**config.mk**
```make
export PLATFORM = sky130hd
export DESIGN_NAME = rsa_job_arbiter
export DESIGN_NICKNAME = d
export VERILOG_FILES = /design/src/rtl/rsa_job_arbiter.sv
export SDC_FILE = /design/constraint.sdc
export NUM_CORES = 1
export LEC_CHECK = 0
export ABC_AREA = 1
export CAP_MARGIN = 10
export CORE_ASPECT_RATIO = 0.6
export CORE_MARGIN = 2
export CORE_UTILIZATION = 30
export CTS_BUF_LIST = sky130_fd_sc_hd__clkbuf_4
export DETAILED_ROUTE_END_ITERATION = 16
export PLACE_DENSITY_LB_ADDON = 0.15
export SETUP_SLACK_MARGIN = 0.5
export SLEW_MARGIN = 20
export SYNTH_ARGS = -nofsm -noshare
export SYNTH_HDL_FRONTEND = slang
export SYNTH_SLANG_ARGS = --single-unit
export TNS_END_PERCENT = 10
```
**constraint.sdc**
```tcl
create_clock -name Clk -period 3.35 [get_ports Clk]
set_input_delay 1.005 -clock Clk [delete_from_list [all_inputs] [get_ports Clk]]
set_output_delay 1.005 -clock Clk [all_outputs]
set_load 0.005 [all_outputs]
```
**src/rtl/rsa_job_arbiter.sv**
```systemverilog
// Round-robin arbiter and sequencer sharing one RSA modular-exponentiation engine
// among NREQ requesters, with a watchdog on the engine's done pulse.
//
// state | meaning
// IDLE  | pick next requester after Grant_id, latch its operands
// ISSUE | Eng_start pulse, arm watchdog
// WAIT  | wait for Eng_done or watchdog expiry
// RESP  | one-cycle Ack to granted requester, Result/Err valid
module rsa_job_arbiter #(
    parameter int NREQ    = 4,
    parameter int W       = 16,
    parameter int TIMEOUT = 4095
) (
    input  logic                      Clk,
    input  logic                      Reset,
    input  logic [NREQ-1:0]           Req,
    input  logic [NREQ*W-1:0]         Msg_in,
    input  logic [NREQ*W-1:0]         Priv_in,
    input  logic [NREQ*W-1:0]         Pub_in,
    output logic [NREQ-1:0]           Ack,
    output logic [W-1:0]              Result,
    output logic                      Err,
    output logic [$clog2(NREQ)-1:0]   Grant_id,
    output logic                      Busy,
    output logic                      Eng_start,
    output logic [W-1:0]              Eng_msg,
    output logic [W-1:0]              Eng_priv,
    output logic [W-1:0]              Eng_pub,
    input  logic                      Eng_done,
    input  logic [W-1:0]              Eng_val
);

    localparam int GW = $clog2(NREQ);
    localparam int CW = (TIMEOUT > 2) ? $clog2(TIMEOUT) : 1;

    typedef enum logic [1:0] {S_IDLE, S_ISSUE, S_WAIT, S_RESP} state_t;

    state_t          state;
    logic [CW-1:0]   wd_cnt;
    logic            pick_found;
    logic [GW-1:0]   pick_idx;
    logic [GW-1:0]   cand;
    logic [NREQ-1:0] ack_vec;

    // Search starts just after the last grant, wrapping modulo NREQ.
    always_comb begin
        pick_found = 1'b0;
        pick_idx   = Grant_id;
        cand       = Grant_id;
        for (int k = 1; k <= NREQ; k++) begin
            cand = GW'((int'(Grant_id) + k) % NREQ);
            if (!pick_found && Req[cand]) begin
                pick_found = 1'b1;
                pick_idx   = cand;
            end
        end
    end

    assign ack_vec = {{(NREQ-1){1'b0}}, 1'b1} << Grant_id;

    always_ff @(posedge Clk) begin
        if (Reset) begin
            state     <= S_IDLE;
            Ack       <= '0;
            Result    <= '0;
            Err       <= 1'b0;
            Busy      <= 1'b0;
            Eng_start <= 1'b0;
            Eng_msg   <= '0;
            Eng_priv  <= '0;
            Eng_pub   <= '0;
            Grant_id  <= GW'(NREQ - 1);
            wd_cnt    <= '0;
        end else begin
            Ack       <= '0;
            Eng_start <= 1'b0;
            case (state)
                S_IDLE: begin
                    if (pick_found) begin
                        Grant_id  <= pick_idx;
                        Eng_msg   <= Msg_in[int'(pick_idx)*W +: W];
                        Eng_priv  <= Priv_in[int'(pick_idx)*W +: W];
                        Eng_pub   <= Pub_in[int'(pick_idx)*W +: W];
                        Eng_start <= 1'b1;
                        Busy      <= 1'b1;
                        state     <= S_ISSUE;
                    end
                end
                S_ISSUE: begin
                    // Watchdog counts down; terminal count 0 is the last WAIT cycle.
                    wd_cnt <= CW'(TIMEOUT - 1);
                    state  <= S_WAIT;
                end
                S_WAIT: begin
                    if (Eng_done) begin
                        Result <= Eng_val;
                        Err    <= 1'b0;
                        Ack    <= ack_vec;
                        state  <= S_RESP;
                    end else if (wd_cnt == '0) begin
                        Result <= '0;
                        Err    <= 1'b1;
                        Ack    <= ack_vec;
                        state  <= S_RESP;
                    end else begin
                        wd_cnt <= wd_cnt - 1'b1;
                    end
                end
                S_RESP: begin
                    Busy  <= 1'b0;
                    state <= S_IDLE;
                end
                default: begin
                    Busy  <= 1'b0;
                    state <= S_IDLE;
                end
            endcase
        end
    end

endmodule

```
==> run summary, run 1 <==
CP Class - reg -> reg
Rows - 40
Post-synthesis simple-gate area fraction - 46.4%
# fillers - 2092
Max clock buf depth - 2
Fin nets - 1513
Total number of yosys warnings - 0
Post-synthesis sequential area ratio - 28.6%
GPL Wtd Cong - 0.832
Core region area - 19900 sq um
#FFs+latches synth - 87
Clock Latency Late Sink - 470 ps
Setup crit start kind - register
Worst-Margin Slew - 600 ps
RSZ-0062 raised after global routing - no
Die area - 21500 sq um
Post-synth cell types - 30
# IOs - 288
Net Count, Synth - 1260
P per Cell Area - 957 nW/um^2
Max Fclk - 380 MHz
Register area - 1740 sq um
Synth Flop Type - dfxtp_1
Hold/Removal Path Class - reg -> reg
Post-synth EDFFs - 0
Final core utilization - 46.7%
Number of global-route vias before repair - 6636
Clock-pin transition on the worst setup and hold timing paths - 160 ps
Post-CTS Setup Repair Bufs - 0
Max-cap violations - 0
XOR/XNOR Fraction of Synth Area - 1.30%
Post-synthesis compound-gate area fraction - 4.42%
Critical path peak fanout - 39
Period minus WS final - 2630 ps
Wirelength, routed - 21.7 mm
Max Slew Vio Count - 0
Setup Viol. Count Final - 0
Asr flop ratio synth - 0%
Total GRT Usage - 19.9%
Post-synth top cells - nand2_1 (256), inv_1 (185), nand3_1 (185)
Crit. End Element - register
Worst slew margin - 59.9%
Root buffer cell - clkbuf_4
DR vias/cell - 4.51
Die X - 188 um
Area leader, netlist - dfxtp_1
CP Data Arrival Time - 3060 ps
DRT iter0 DRCs - 371
Multiplexer share of the synthesized area - 0%
Number of H-tree levels - 3
Final routed DRC violation total - 0
Largest net degree at the start of global routing - 72
Worst VDD drop - 0.960 mV
Share of the synthesized area in the top cell type - 28.6%
Adder-cell area share of the yosys netlist - 2.26%
Routed len/inst - 13.8 um
Post-CTS sizing - 0
ANT nets after route - 0
DR vias - 7068
CTS Buf Count - 9
Clock skew - 14.6 ps
Status - finished, final reports clean
Post-route setup TNS - 0 ps
P_leak - 4.60 nW
Pre-antenna DRT Iters - 5
Port Buffers - 287
Post-synthesis cell count - 1034
First-pass GRT wire length - 34.5 mm
Overall Power - 0.00891 W
Sink Count - 87
Area occupied by multi-input gates - 3310 sq um
Netlist Area Pre-Place - 6080 sq um
P&R area growth vs syn - 53.1%
Starting density of the core - 30.5%
Hold Fails Final Rpt - 0
Share of post-route cells with drive strength above 1 - 4.10%
Syn avg cell area - 5.88 sq um
CTS tree - done
HPWL after DPL - 15.6 mm
Grt total ovfl - 0
Count leader, synth - nand2_1
Initial antenna violation count - 2
Dominant cells by area after synthesis - dfxtp_1 (29%), nand2_1 (16%), nand3_1 (15%)
Post-CTS Hold Buffers - 0
Fin crit share - 78.6%
Critical Path RT - 3770 ps
Largest family of logic cells by synthesized area - simple AND/OR/NAND/NOR gates
Die height - 114 um
-- placed cells by master, fill, tap and decap left out --
cell	Yosys	final
clkdlybuf4s50_1	0	286
nand2_1	256	254
inv_1	185	185
nand3_1	185	185
nor2_1	125	125
dfxtp_1	87	87
nand3b_1	39	39
a21oi_1	33	33
o21ai_0	15	15
ha_1	11	11
clkbuf_4	0	9
buf_4	5	9
xor2_1	7	7
nand2_2	4	6
buf_12	0	6
inv_2	4	4
nand4_1	4	4
nand3_2	3	3
nor3_1	3	3
inv_8	0	3
nand2_4	2	2
nor2_4	2	2
xnor2_1	2	2
inv_6	0	2
diode_2	0	1
inv_4	1	1
o31ai_4	1	1
nand4_4	1	1
a21boi_1	1	1
clkinv_1	1	1
nand2b_1	1	1
or2_2	1	1
clkinvlp_4	0	1
clkinv_4	0	1
buf_2	24	1
-- registers in the layout (all words and copies together) (netlist names) --
register and count:
Eng_start 1, state 2, Err 1, Busy 1, Eng_msg 16, Grant_id 2
Eng_priv 16, Ack 4, Result 16, Eng_pub 16, wd_cnt 12
-- cells by family (layout without fill, tap and decap cells) --
group,Yosys count,after routing
XOR/XNOR,9,9
AO/OA/AOI/OAI,50,50
flip-flops,87,87
buffers and inverters,251,509
other,0,1
adder cells (fa/ha/maj),11,11
AND/OR/NAND/NOR,626,626
-- final timing paths --
path / start / end / slack [ps] / depth (start not counted)
setup reg to reg: Grant_id[1] / Eng_pub[3] / 720 / 14
hold / removal: Result[6] / Result[6] / 470 / 2
setup / recovery: Grant_id[1] / Eng_pub[3] / 720 / 14
hold reg to reg: Result[6] / Result[6] / 470 / 2
-- final cells by class --
| type | instances | share of cell area, % |
|---|---|---|
| diodes | 1 | 0.0269 |
| clock inverters | 7 | 0.726 |
| inverters | 191 | 7.73 |
| clock buffers | 9 | 0.726 |
| repair buffers | 302 | 32.8 |
| well taps | 273 | 3.67 |
| multi-input cells | 696 | 35.6 |
| flip-flops and latches | 87 | 18.7 |
-- per-layer routing --
| metal | global-route usage [%] | share of wire [%] |
|---|---|---|
| met1 | 26.3 | 47 |
| met2 | 30.9 | 42 |
| met3 | 7.36 | 9.1 |
| met4 | 4.57 | 1.3 |
| met5 | 0 | 0.060 |
-- through the flow --
step | setup WS, ps | cells | hold slack (ps) | area [sq um]
2_1_floorplan | 1070 | 1034 | 457 | 6080
3_3_place_gp | 280 | 1549 | 448 | 9170
3_5_place_dp | 227 | 1549 | 452 | 9170
4_1_cts | 690 | 1565 | 474 | 9310
5_1_grt | 529 | 1566 | 489 | 9310
6_report | 718 | 1566 | 472 | 9310
-- power breakdown --
group          internal (W)  leakage, nW  switching [W]  total, W
logic               0.00259         3.81        0.00407   0.00666
registers           0.00140        0.718       0.000230   0.00163
clock network      0.000175       0.0729       0.000444  0.000619
total               0.00416         4.60        0.00475   0.00891
-- critical path, stage by stage, from the launching register on --
cell     delay (ps)
dfxtp_1         540
inv_1           130
ha_1            370
inv_1           140
nand3_2         110
nand2_1         100
inv_2            80
nand3_2         100
nand2_1          80
nand2_2          90
buf_4           440
nand3_1         190
nand3_1         120
nand2_1          50
inv_1            40
(Power assumes the default switching activity.)
==> run 2: changes to the inputs <==
Clock period 3.35 ns to 2.3 ns, I/O delays scaled along.
==> run 2 against run 1 <==
Compared with the run above: utilization up 6.8 points; die area unchanged; routed wire length up 19%; sequential power up 48%; sequential cell count unchanged; design area up 14%; register-to-register slack worse by 520 ps; clock skew up 11 ps; setup slack worse by 520 ps; largest cell class is now non-clock buffers; largest power group unchanged.
==> run summary, run 2 (synthesis results as in run 1) <==
Fin nets - 1580
Reg2Reg Depth - 13
Hold/Removal Path Class - reg -> reg
Post-CTS Hold Buffers - 0
Clock power share - 5.2%
Die area - 21500 sq um
Pre-antenna DRT Iters - 6
Worst slew margin - 45.3%
Clock-pin transition on the worst setup and hold timing paths - 170 ps
Grt total ovfl - 0
Crit. End Element - register
Clock skew - 25.2 ps
P per Cell Area - 1680 nW/um^2
Combinational Power Share - 81.3%
Number of H-tree levels - 3
Sequential cell fraction of total power - 13.5%
Status - finished, final reports clean
Critical path peak fanout - 6
Max Slew Vio Count - 0
Critical Path RT - 2680 ps
Root buffer cell - clkbuf_4
Net switching power - 0.00867 W
CTS tree - done
Leading cell type in the layout, fill and taps excluded - nand2_1
Max Fclk - 477 MHz
Final setup margin - 203 ps
Crit. Startpoint - Grant_id[1]
Largest net degree at the start of global routing - 69
Final routed DRC violation total - 0
Port Buffers - 287
Worst-Margin Slew - 821 ps
P_leak - 5.41 nW
RSZ-0062 raised after global routing - yes
Initial antenna violation count - 4
Share of post-route cells with drive strength above 1 - 15.4%
Placement Setup Slack - -430 ps
Total GRT Usage - 20.9%
Routed len/inst - 15.8 um
Setup Viol. Count Final - 0
CP Data Arrival Time - 2480 ps
Post-route setup TNS - 0 ps
Most frequent cells in the layout - nand2_1 (244), clkdlybuf4s50_1 (233), inv_1 (183)
DR vias - 7536
DR vias/cell - 4.61
HPWL after DPL - 16.4 mm
Final Cell Area - 10700 sq um
Wirelength, routed - 25.8 mm
R2r setup slk - 200 ps
GPL Wtd Cong - 0.860
RR Endpoint - Eng_priv[0]
CP Class - reg -> reg
Fin crit share - 91.2%
Worst VDD drop - 0.819 mV
Die X - 188 um
R2R Path Start - Grant_id[1]
First-pass GRT wire length - 35.4 mm
Number of global-route vias before repair - 6609
Int Pwr - 0.00918 W
Starting density of the core - 30.5%
Placed Instance Area - 9490 sq um
Setup crit start kind - register
Max-cap violations - 0
Layout Cells excl Fill - 1634
Max clock buf depth - 2
Worst Setup EP - Eng_priv[0]
Die height - 114 um
Period minus WS final - 2100 ps
Sw Ratio - 48.6%
ANT nets after route - 0
Clock Latency Late Sink - 480 ps
Sink Count - 87
Hold Fails Final Rpt - 0
CTS Buf Count - 9
Rows - 40
Placed insts - 1571
DRT iter0 DRCs - 450
# IOs - 288
Core region area - 19900 sq um
P&R area growth vs syn - 75.2%
run 2: cell types whose count changed in the layout (fill, tap and decap cells not counted), sizes merged:
| cell | before | now |
|---|---|---|
| clkdlybuf4s50 | 286 | 233 |
| buf | 16 | 68 |
| dlygate4sd2 | 0 | 40 |
| clkbuf | 9 | 25 |
| clkdlybuf4s15 | 0 | 6 |
| dlymetal6s2s | 0 | 4 |
| clkinv | 2 | 5 |
| inv | 195 | 193 |
| bufbuf | 0 | 1 |
| clkinvlp | 1 | 0 |
| diode | 1 | 2 |
| nand2 | 262 | 263 |
run 2: repair_timing:
| item | CTS | global route |
|---|---|---|
| pin swaps | 9 | 23 |
| gates resized for setup | 137 | 58 |
| cloned | 3 | 20 |
| buffers inserted | 9 | 13 |
| endpoints found under the setup margin | 126 | 152 |
run 2: worst min path at each step:
| stage | start | end | cells after the start |
|---|---|---|---|
| global route | Result[3] | Result[3] | 2 |
| detailed placement | Result[5] | Result[5] | 2 |
| CTS | Result[0] | Result[0] | 2 |
| finish | Result[0] | Result[0] | 2 |
| floorplan | Result[10] | Result[10] | 2 |
| global placement | Err | Err | 2 |
run 2: critical path, cell delays in order, from the launching register on:
cell and delay (ps):
dfxtp_2 400, inv_4 50, ha_4 270, inv_4 80, nand3_2 100, nand2_4 130, nand4_4 180, buf_12 210
clkbuf_4 190, buf_4 150, nand3_1 80, nand3_1 70, nand2_1 70, nor2_1 30
run 2: layout make-up:
type	count	area, sq um
fillers	2029	9270
repair buffers	368	4050
multi-input cells	697	3570
flip-flops and latches	87	1810
inverters	191	742
well taps	273	342
clock inverters	7	73.8
clock buffers	9	67.6
diodes	2	5.00
run 2: metrics by stage:
step                      total power (W)  hold WS, ps  util (%)
after global placement             0.0129          450      47.7
after global routing               0.0193          485      53.5
final                              0.0178          469      53.5
after CTS                          0.0148          473      49.6
after detailed placement           0.0130          454      47.7
after floorplan                   0.00950          457         -
run 2: power groups by stage:
stage | clock network (W) | registers [W] | logic (W)
2_1_floorplan | 0 | 0.00239 | 0.00711
3_3_place_gp | 0 | 0.00237 | 0.0106
3_5_place_dp | 0 | 0.00238 | 0.0106
4_1_cts | 0.000974 | 0.00240 | 0.0114
5_1_grt | 0.00103 | 0.00248 | 0.0158
6_report | 0.000927 | 0.00241 | 0.0145
run 2: metal layers:
layer | GRT usage, % | up-vias | share of wire [%]
li1 | - | 3827 | -
met1 | 28.3 | 3356 | 48
met2 | 31.3 | 317 | 41
met3 | 7.51 | 32 | 9.4
met4 | 5.46 | 4 | 1.6
met5 | 0 | - | 0.089
